### src/rtl/axil_program_loader_pkg.sv
// Shared types for the AXI4-Lite program loader: FSM states and AXI response codes.
package loader_pkg;

   typedef enum logic [2:0] {
      IDLE,
      COLLECT,
      WRITE,
      RESP,
      DONE,
      ERR
   } state_t;

   localparam logic [1:0] AXI_RESP_OKAY   = 2'b00;
   localparam logic [1:0] AXI_RESP_SLVERR = 2'b10;
   localparam logic [1:0] AXI_RESP_DECERR = 2'b11;

endpackage

### src/rtl/axil_program_loader_packer.sv
// Packs a byte stream little-endian into BYTES-wide words with valid/ready on both sides.
module byte_word_packer #(
   parameter int BYTES = 4
) (
   input  logic               clk,
   input  logic               rst,
   input  logic               clear,
   input  logic               in_valid,
   input  logic [7:0]         in_data,
   output logic               in_ready,
   output logic               out_valid,
   output logic [8*BYTES-1:0] out_data,
   input  logic               out_ready
);

   localparam int CNT_W = (BYTES > 1) ? $clog2(BYTES) : 1;

   logic [CNT_W-1:0] count;
   logic             full;

   assign in_ready  = !full;
   assign out_valid = full;

   // A completed word blocks further bytes until the consumer takes it.
   always_ff @(posedge clk) begin
      if (rst || clear) begin
         count    <= '0;
         full     <= 1'b0;
         out_data <= '0;
      end else if (full) begin
         if (out_ready) begin
            full  <= 1'b0;
            count <= '0;
         end
      end else if (in_valid) begin
         for (int k = 0; k < BYTES; k++) begin
            if (count == CNT_W'(k)) begin
               out_data[8*k +: 8] <= in_data;
            end
         end
         if (count == CNT_W'(BYTES - 1)) begin
            full  <= 1'b1;
            count <= '0;
         end else begin
            count <= count + 1'b1;
         end
      end
   end

endmodule

### src/rtl/axil_program_loader.sv
// Streams a program image into instruction BRAM over AXI4-Lite writes, then raises cpu_start.
module axil_program_loader
   import loader_pkg::*;
#(
   parameter int                 ADDR_W       = 20,
   parameter int                 DATA_W       = 32,
   parameter int unsigned        BASE_ADDR    = 0,
   parameter int                 NUM_WORDS    = 88,
   parameter int                 APPEND_TERM  = 1,
   parameter logic [DATA_W-1:0]  TERM_WORD    = DATA_W'(32'hFFFF_FFFF),
   parameter int                 RESP_TIMEOUT = 1024
) (
   input  logic                           clk,
   input  logic                           rst,
   input  logic                           load,
   input  logic                           in_valid,
   input  logic [7:0]                     in_data,
   output logic                           in_ready,
   output logic                           awvalid,
   output logic [ADDR_W-1:0]              awaddr,
   input  logic                           awready,
   output logic                           wvalid,
   output logic [DATA_W-1:0]              wdata,
   output logic [DATA_W/8-1:0]            wstrb,
   input  logic                           wready,
   input  logic                           bvalid,
   output logic                           bready,
   input  logic [1:0]                     bresp,
   output logic                           busy,
   output logic                           done,
   output logic                           error,
   output logic                           cpu_start,
   output logic [$clog2(NUM_WORDS+2)-1:0] words_done
);

   localparam int BYTES = DATA_W / 8;
   localparam int IDX_W = $clog2(NUM_WORDS + 2);
   localparam int TO_W  = $clog2(RESP_TIMEOUT + 1);
   localparam logic [ADDR_W-1:0] BASE = ADDR_W'(BASE_ADDR);

   state_t            state, next_state;
   logic [IDX_W-1:0]  index, next_index;
   logic [TO_W-1:0]   timeout_count;
   logic              term_phase;
   logic              start_image, start_term, restart, resp_ok;
   logic              pk_in_valid, pk_in_ready, pk_valid, pk_ready;
   logic [DATA_W-1:0] pk_data;

   // Address wraps silently at the top of the AXI address space.
   function automatic logic [ADDR_W-1:0] word_addr(input logic [IDX_W-1:0] idx);
      return BASE + ADDR_W'(idx) * ADDR_W'(BYTES);
   endfunction

   byte_word_packer #(.BYTES(BYTES)) packer (
      .clk       (clk),
      .rst       (rst),
      .clear     (restart),
      .in_valid  (pk_in_valid),
      .in_data   (in_data),
      .in_ready  (pk_in_ready),
      .out_valid (pk_valid),
      .out_data  (pk_data),
      .out_ready (pk_ready)
   );

   assign pk_in_valid = in_valid && (state == COLLECT);
   assign in_ready    = pk_in_ready && (state == COLLECT);
   assign bready      = (state == RESP);
   assign busy        = (state == COLLECT) || (state == WRITE) || (state == RESP);
   assign done        = (state == DONE);
   assign cpu_start   = done;
   assign error       = (state == ERR);
   assign wstrb       = '1;

   always_comb begin
      next_state  = state;
      next_index  = index;
      start_image = 1'b0;
      start_term  = 1'b0;
      restart     = 1'b0;
      resp_ok     = 1'b0;
      pk_ready    = 1'b0;
      case (state)
         IDLE, DONE, ERR: begin
            if (load) begin
               restart    = 1'b1;
               next_index = '0;
               if (NUM_WORDS > 0) begin
                  next_state = COLLECT;
               end else if (APPEND_TERM != 0) begin
                  next_state = WRITE;
                  start_term = 1'b1;
               end else begin
                  next_state = DONE;
               end
            end
         end
         COLLECT: begin
            if (pk_valid) begin
               pk_ready    = 1'b1;
               start_image = 1'b1;
               next_state  = WRITE;
            end
         end
         WRITE: begin
            if ((!awvalid || awready) && (!wvalid || wready)) begin
               next_state = RESP;
            end
         end
         RESP: begin
            if (bvalid) begin
               if (bresp == AXI_RESP_OKAY) begin
                  resp_ok    = 1'b1;
                  next_index = index + 1'b1;
                  if (term_phase) begin
                     next_state = DONE;
                  end else if (next_index < IDX_W'(NUM_WORDS)) begin
                     next_state = COLLECT;
                  end else if (APPEND_TERM != 0) begin
                     next_state = WRITE;
                     start_term = 1'b1;
                  end else begin
                     next_state = DONE;
                  end
               end else begin
                  next_state = ERR;
               end
            end else if (timeout_count == TO_W'(RESP_TIMEOUT - 1)) begin
               next_state = ERR;
            end
         end
         default: next_state = IDLE;
      endcase
   end

   // AW and W valids launch together and retire independently on their own handshakes.
   always_ff @(posedge clk) begin
      if (rst) begin
         state         <= IDLE;
         index         <= '0;
         words_done    <= '0;
         timeout_count <= '0;
         term_phase    <= 1'b0;
         awvalid       <= 1'b0;
         wvalid        <= 1'b0;
         awaddr        <= '0;
         wdata         <= '0;
      end else begin
         state <= next_state;
         index <= next_index;
         if (restart) begin
            words_done <= '0;
            term_phase <= 1'b0;
         end
         if (resp_ok) begin
            words_done <= words_done + 1'b1;
         end
         if (state != RESP) begin
            timeout_count <= '0;
         end else if (!bvalid) begin
            timeout_count <= timeout_count + 1'b1;
         end
         if (start_image || start_term) begin
            awvalid    <= 1'b1;
            wvalid     <= 1'b1;
            awaddr     <= word_addr(next_index);
            wdata      <= start_term ? TERM_WORD : pk_data;
            term_phase <= start_term;
         end else begin
            if (awready) begin
               awvalid <= 1'b0;
            end
            if (wready) begin
               wvalid <= 1'b0;
            end
         end
      end
   end

endmodule
### config.mk
export PLATFORM = sky130hd
export DESIGN_NAME = axil_program_loader
export DESIGN_NICKNAME = d
export VERILOG_FILES = /design/src/rtl/axil_program_loader_pkg.sv /design/src/rtl/axil_program_loader_packer.sv /design/src/rtl/axil_program_loader.sv
export SDC_FILE = /design/constraint.sdc
export NUM_CORES = 1
export LEC_CHECK = 0
export CORE_AREA = 2 2 99 101
export DETAILED_ROUTE_END_ITERATION = 10
export DIE_AREA = 0 0 101 103
export PLACE_DENSITY = 0.88
export REMOVE_ABC_BUFFERS = 1
export SYNTH_ARGS = -nofsm -noshare
export SYNTH_HDL_FRONTEND = slang
export SYNTH_HIERARCHICAL = 1
export SYNTH_SLANG_ARGS = --single-unit
### constraint.sdc
create_clock -name clk -period 2.15 [get_ports clk]
set_input_delay 0.43 -clock clk [delete_from_list [all_inputs] [get_ports clk]]
set_output_delay 0.43 -clock clk [all_outputs]
set_load 0.01 [all_outputs]
Word-level counts from Yosys, hierarchy flattened:

Index checks and enable logic that the tools add are counted.

* add/sub/neg operators: 4
* multiply operators: 0
* div/mod/pow operators: 0
* magnitude comparators: 1
* equal/unequal tests: 15
* shifts and indexed selects: 0
* multiplexer cells: 42
* bitwise gates (word level): 1
* reduce and logical (&&, ||, !) cells: 28

Operators with widths (number)
* $mux 7: 5
* $mux 32: 1
* $mux 1: 22
* $mux 3: 7
* $add 7x1->7 const B: 2
* $pmux 7 s2: 1
* $pmux 3 s4: 1
* $reduce_and 3->1: 4
* $add 11x1->11 const B: 1
* $eq 11x10->1 const B: 1
* $mux 2: 5
* $reduce_bool 2->1: 5
* $lt 7x7->1 const B: 1
* $eq 3x2->1 const B: 2
* $eq 3x3->1 const B: 2
* $logic_or 1x1->1: 6
* $ne 3x2->1 const B: 2
* $eq 2x2->1 const B: 2
* $logic_not 2->1: 2
* $ne 2x1->1 const B: 2
* $ne 2x2->1 const B: 2
* $reduce_and 4->1: 1
* $eq 3x1->1 const B: 1
* $logic_and 1x1->1: 3
* 8 further kinds: 10

* register bits after elaboration: 105
* latch bits: 0
* memory bits (writable): 0
* memory bits (read-only): 0
* input bits: 17
* output and inout bits: 71
* logic and storage cells: 106
* memories: 0

Logic depth before layout (Yosys ltp):

* word-level depth: 9
* depth in mapped cells: 8
* depth with buffers taken out: 6

Modules after synthesis:

The synthesis kept the hierarchy.

By module, submodules not included
* axil_program_loader: instances 1, cells each 383, area an instance 3239.4 um^2, sequential area each 1401.3 um^2
* byte_word_packer: instances 1, cells each 142, area an instance 1634.1 um^2, sequential area each 700.7 um^2

Worst setup path before layout:

OpenSTA, ideal clock, no wires.

* kind: register to register
* start: register index[0]
* end: register awaddr[2]
* setup time: 0.121 ns
* arrival: 1.728 ns
* data required time: 2.029 ns
* slack: 0.301 ns
* cell stages (with the launch flop): 7
* path buffers: 0
* clock period less this slack: 1.849 ns
* cells stage by stage: dfxtp_1 -> ha_1 -> and4_1 -> nand2_1 -> xnor2_2 -> a31oi_4 -> mux2_2

* longest elaborated chain between the ends: 8
* elaborated cells between the ends (all ways): 12
* classes of those cells: add/sub (1); order compare (1); mux (9); reduce/logical (1)

RTL lines
* start: declaration: line axil_program_loader.sv:42 `logic [IDX_W-1:0] index, next_index;`
* start signal: assignment: line axil_program_loader.sv:150 `index <= next_index;`
* $add 7x1->7: line axil_program_loader.sv:114 `next_index = index + 1'b1;`
* $lt 7x7->1: line axil_program_loader.sv:117 `end else if (next_index < IDX_W'(NUM_WORDS)) begin`
* $mux 1: line axil_program_loader.sv:117
* $mux 1: line axil_program_loader.sv:115 `if (term_phase) begin`
* $mux 1: line axil_program_loader.sv:112 `if (bresp == AXI_RESP_OKAY) begin`
* $mux 1: line axil_program_loader.sv:111 `if (bvalid) begin`
* $mux 1
* $logic_or 1x1->1: line axil_program_loader.sv:163 `if (start_image || start_term) begin`
* end signal: assignment: line axil_program_loader.sv:166 `awaddr <= word_addr(next_index);`
* end: declaration: line axil_program_loader.sv:20 `output logic [ADDR_W-1:0] awaddr,`

Parallel ways exist; a longest one is shown, timed or not.
A chain may end at the register's enable or synchronous reset.

Final worst setup path:

* start: register state[2]
* end: output port bready

* longest elaborated chain between the ends: 1

RTL lines
* start: declaration: line axil_program_loader.sv:41 `state_t state, next_state;`
* start signal: assignment: line axil_program_loader.sv:149 `state <= next_state;`
* $eq 3x2->1: line axil_program_loader.sv:68 `assign bready = (state == RESP);`
* end: declaration: line axil_program_loader.sv:27 `output logic bready,`

Every way passes these cells.

==> out/results.ini <==
[timing]
finalCriticalPeriod_ns=2.077
final_max_slew_viol_count=0
finClkSkew_ns=0.01879
setup_violations=0
timing.final.crit_share_pct=96.61
hold_violations=0
max_clock_freq_mhz=481.4
whs_ns=0.4811

[finish]
drive_above_1_share_pct=13.29
post-route-util_pct=62.79
regArea_um2=2103
nNetsFinal=621
diodes=0
nFillCells=736
syn2layout_area_growth_pct=21.87
multi_input_area_um2=2470

[power]
max-vdd-ir-drop_uv=329.9
powerDensity_nw_per_um2=583.8
power.leakage_nw=2.245

[placement]
dp_hpwl_um=7617
place.port_buffers=70
gp_congestion=0.8510

[floorplanning]
ios=88
rows=36
initial_core_util_pct=51.52
core_area_um2=9459
die_x_um=101
dieHeight_um=103
die-area_um2=10400

[critical_path]
startpoint_type=flip-flop
cp_slowest_stage_delay_ns=0.53
slowest_stage=clkdlybuf4s50_1
crit_start=state[2]
cp_max_fo=11
crit_chain=buf_4 > nand3b_4 > inv_4 > clkdlybuf4s50_1
path_class=reg -> out
cp-end-kind=output port
cp.required_ns=1.72
reg2reg_from=index[0]
worstPathArrival_ns=1.65

[hold_path]
min_from=packer/out_data[17]
holdCritPathClass=reg -> reg

[clocking]
clk_latency_ns=0.37
holdBufCountCts=0
root_buffer=clkbuf_8
cts_tree=yes
htreeDepth=3
cts_made_buffers=9
path_clk_slew_ns=0.10
clock_sinks=105
clockBufferDepth=2

[logic_synthesis]
synth_warnings=6
synth_top_cell_area_share_pct=43.13
synth-async-reset-ratio_pct=0
synth.distinct_cells=58
synthesis.area_um2=4873
ys_top_cells_by_area=dfxtp_1 (43%), mux2i_1 (7.2%), or3b_1 (6.3%)
synth_edf_count=0
yosys.area.top_type=dfxtp_1
seq_area_frac_synth_pct=43.13
synth_ff_type=dfxtp_1
avgSynthCellArea_um2=9.283
synthCells=525
synth_seq_cells=105
synth_common_cells=dfxtp_1 (105), nand2_1 (74), a31oi_1 (35), mux2i_1 (35), or3b_1 (35)
yosysMostFrequentCell=dfxtp_1

[detailed_routing]
drc_errors=0
final_antenna_net_count=0
dr.first_iter.drc_count=298
routedWlPerCell_um=15.22
totalWireLength_um=10900
avgViaCountPerCell=5.605
num_vias=4013
drt_pass1_iterations=5

[global_route]
grt_first_pass_wirelength_um=17860
grt_max_degree=49
antenna_found_initial=0
grt_pass1_vias=3855
track_usage_pct=21.40
gr-total-overflow=0

[outcome]
outcome=finished clean

[flow_run]
drv_cap=0

## flip-flops by register name (all words and copies together), names as in the netlist
signal,flops
words_done,7
timeout_count,11
awaddr,7
awvalid,1
term_phase,1
wvalid,1
wdata,32
state,3
packer/out_data,32
packer/out_valid,1
packer/count,2
index,7
## routing by layer
metal	up-vias	wire, µm	global-route usage, %
met5	-	0	0
li1	1955	-	-
met1	1922	4740	26.59
met2	109	5413	35.74
met3	27	411	4.000
met4	0	329	10.81
## through the flow
stage	instances	worst slack, ns	total power [mW]	instance area [µm²]	TNS [ns]
after floorplan	484	-0.5840	2.103	4597	-6.941
final	716	0.07293	3.467	5939	0
after detailed placement	696	-0.1638	2.228	5695	-5.358
after CTS	714	0.05472	3.488	5924	0
after global routing	716	-0.008571	3.587	5939	-0.01105
after global placement	696	-0.1174	2.221	5695	-3.211
## worst max-delay path: cells and delay by family, from the launching register on
family / cells / cell delay [ns]
and+or+nand+nor: 1 / 0.18
buffers and inverters: 3 / 0.79
DFF: 1 / 0.32
## power breakdown
| group | internal [mW] | switching [mW] |
|---|---|---|
| logic | 0.103 | 0.131 |
| clock network | 0.563 | 0.715 |
| registers | 1.95 | 0.00495 |
## layout by cell type (no fill, tap or decap), types with 3 or more instances in the layout
cell type	synthesis	routed
nand3b_1	7	7
nand3_1	12	12
xnor2_1	4	4
nor3_1	9	9
clkbuf_8	0	9
o21ai_0	9	9
a21oi_1	20	20
nor2_1	24	23
xor2_1	5	5
and3b_1	3	3
or3b_1	35	35
conb_1	2	17
a211oi_1	3	3
dfxtp_1	105	104
or3b_4	5	5
a31oi_1	35	35
ha_1	7	7
mux2_2	7	7
nand2b_1	6	5
nand2_1	74	74
and3_1	6	6
buf_12	0	4
inv_1	6	6
clkdlybuf4s50_1	0	65
buf_4	20	28
or3_1	3	3
mux2i_1	35	35
nor2b_1	11	11
dlygate4sd2_1	0	4
## area by class of cell
type / count / share of cell area (%)
Multi-Input combinational cell: 371 / 41.58
Sequential cell: 105 / 35.41
Timing Repair Buffer: 102 / 16.52
Tap cell: 114 / 2.402
Clock buffer: 9 / 2.086
Clock inverter: 7 / 1.454
Inverter: 8 / 0.5477
## worst paths after layout
path               end  slack [ns]  cells after the start
min          wdata[17]        0.48                      2
max             bready        0.07                      4
max reg2reg  awaddr[3]        0.12                      7
min reg2reg  wdata[17]        0.48                      2
## kinds of logic after synthesis
logic type	share of synthesized area (%)
and+or+nand+nor	25.29
xor gates and xnor gates	1.951
buffers and inverters	7.445
adders and majority gates	1.797
other	0.1541
DFF	43.13
AOI/OAI and AO/OA	11.43
muxes	8.806
## what timing repair did
item                                    4_1_cts  5_1_grt
gates resized for setup                       8        0
gates cloned                                  0        0
pin swaps                                     1        1
endpoints found under the setup margin        3        7
endpoints found under the hold margin         0        0
setup buffers                                 2        2
No activity file was read; power rests on OpenSTA's default activity.
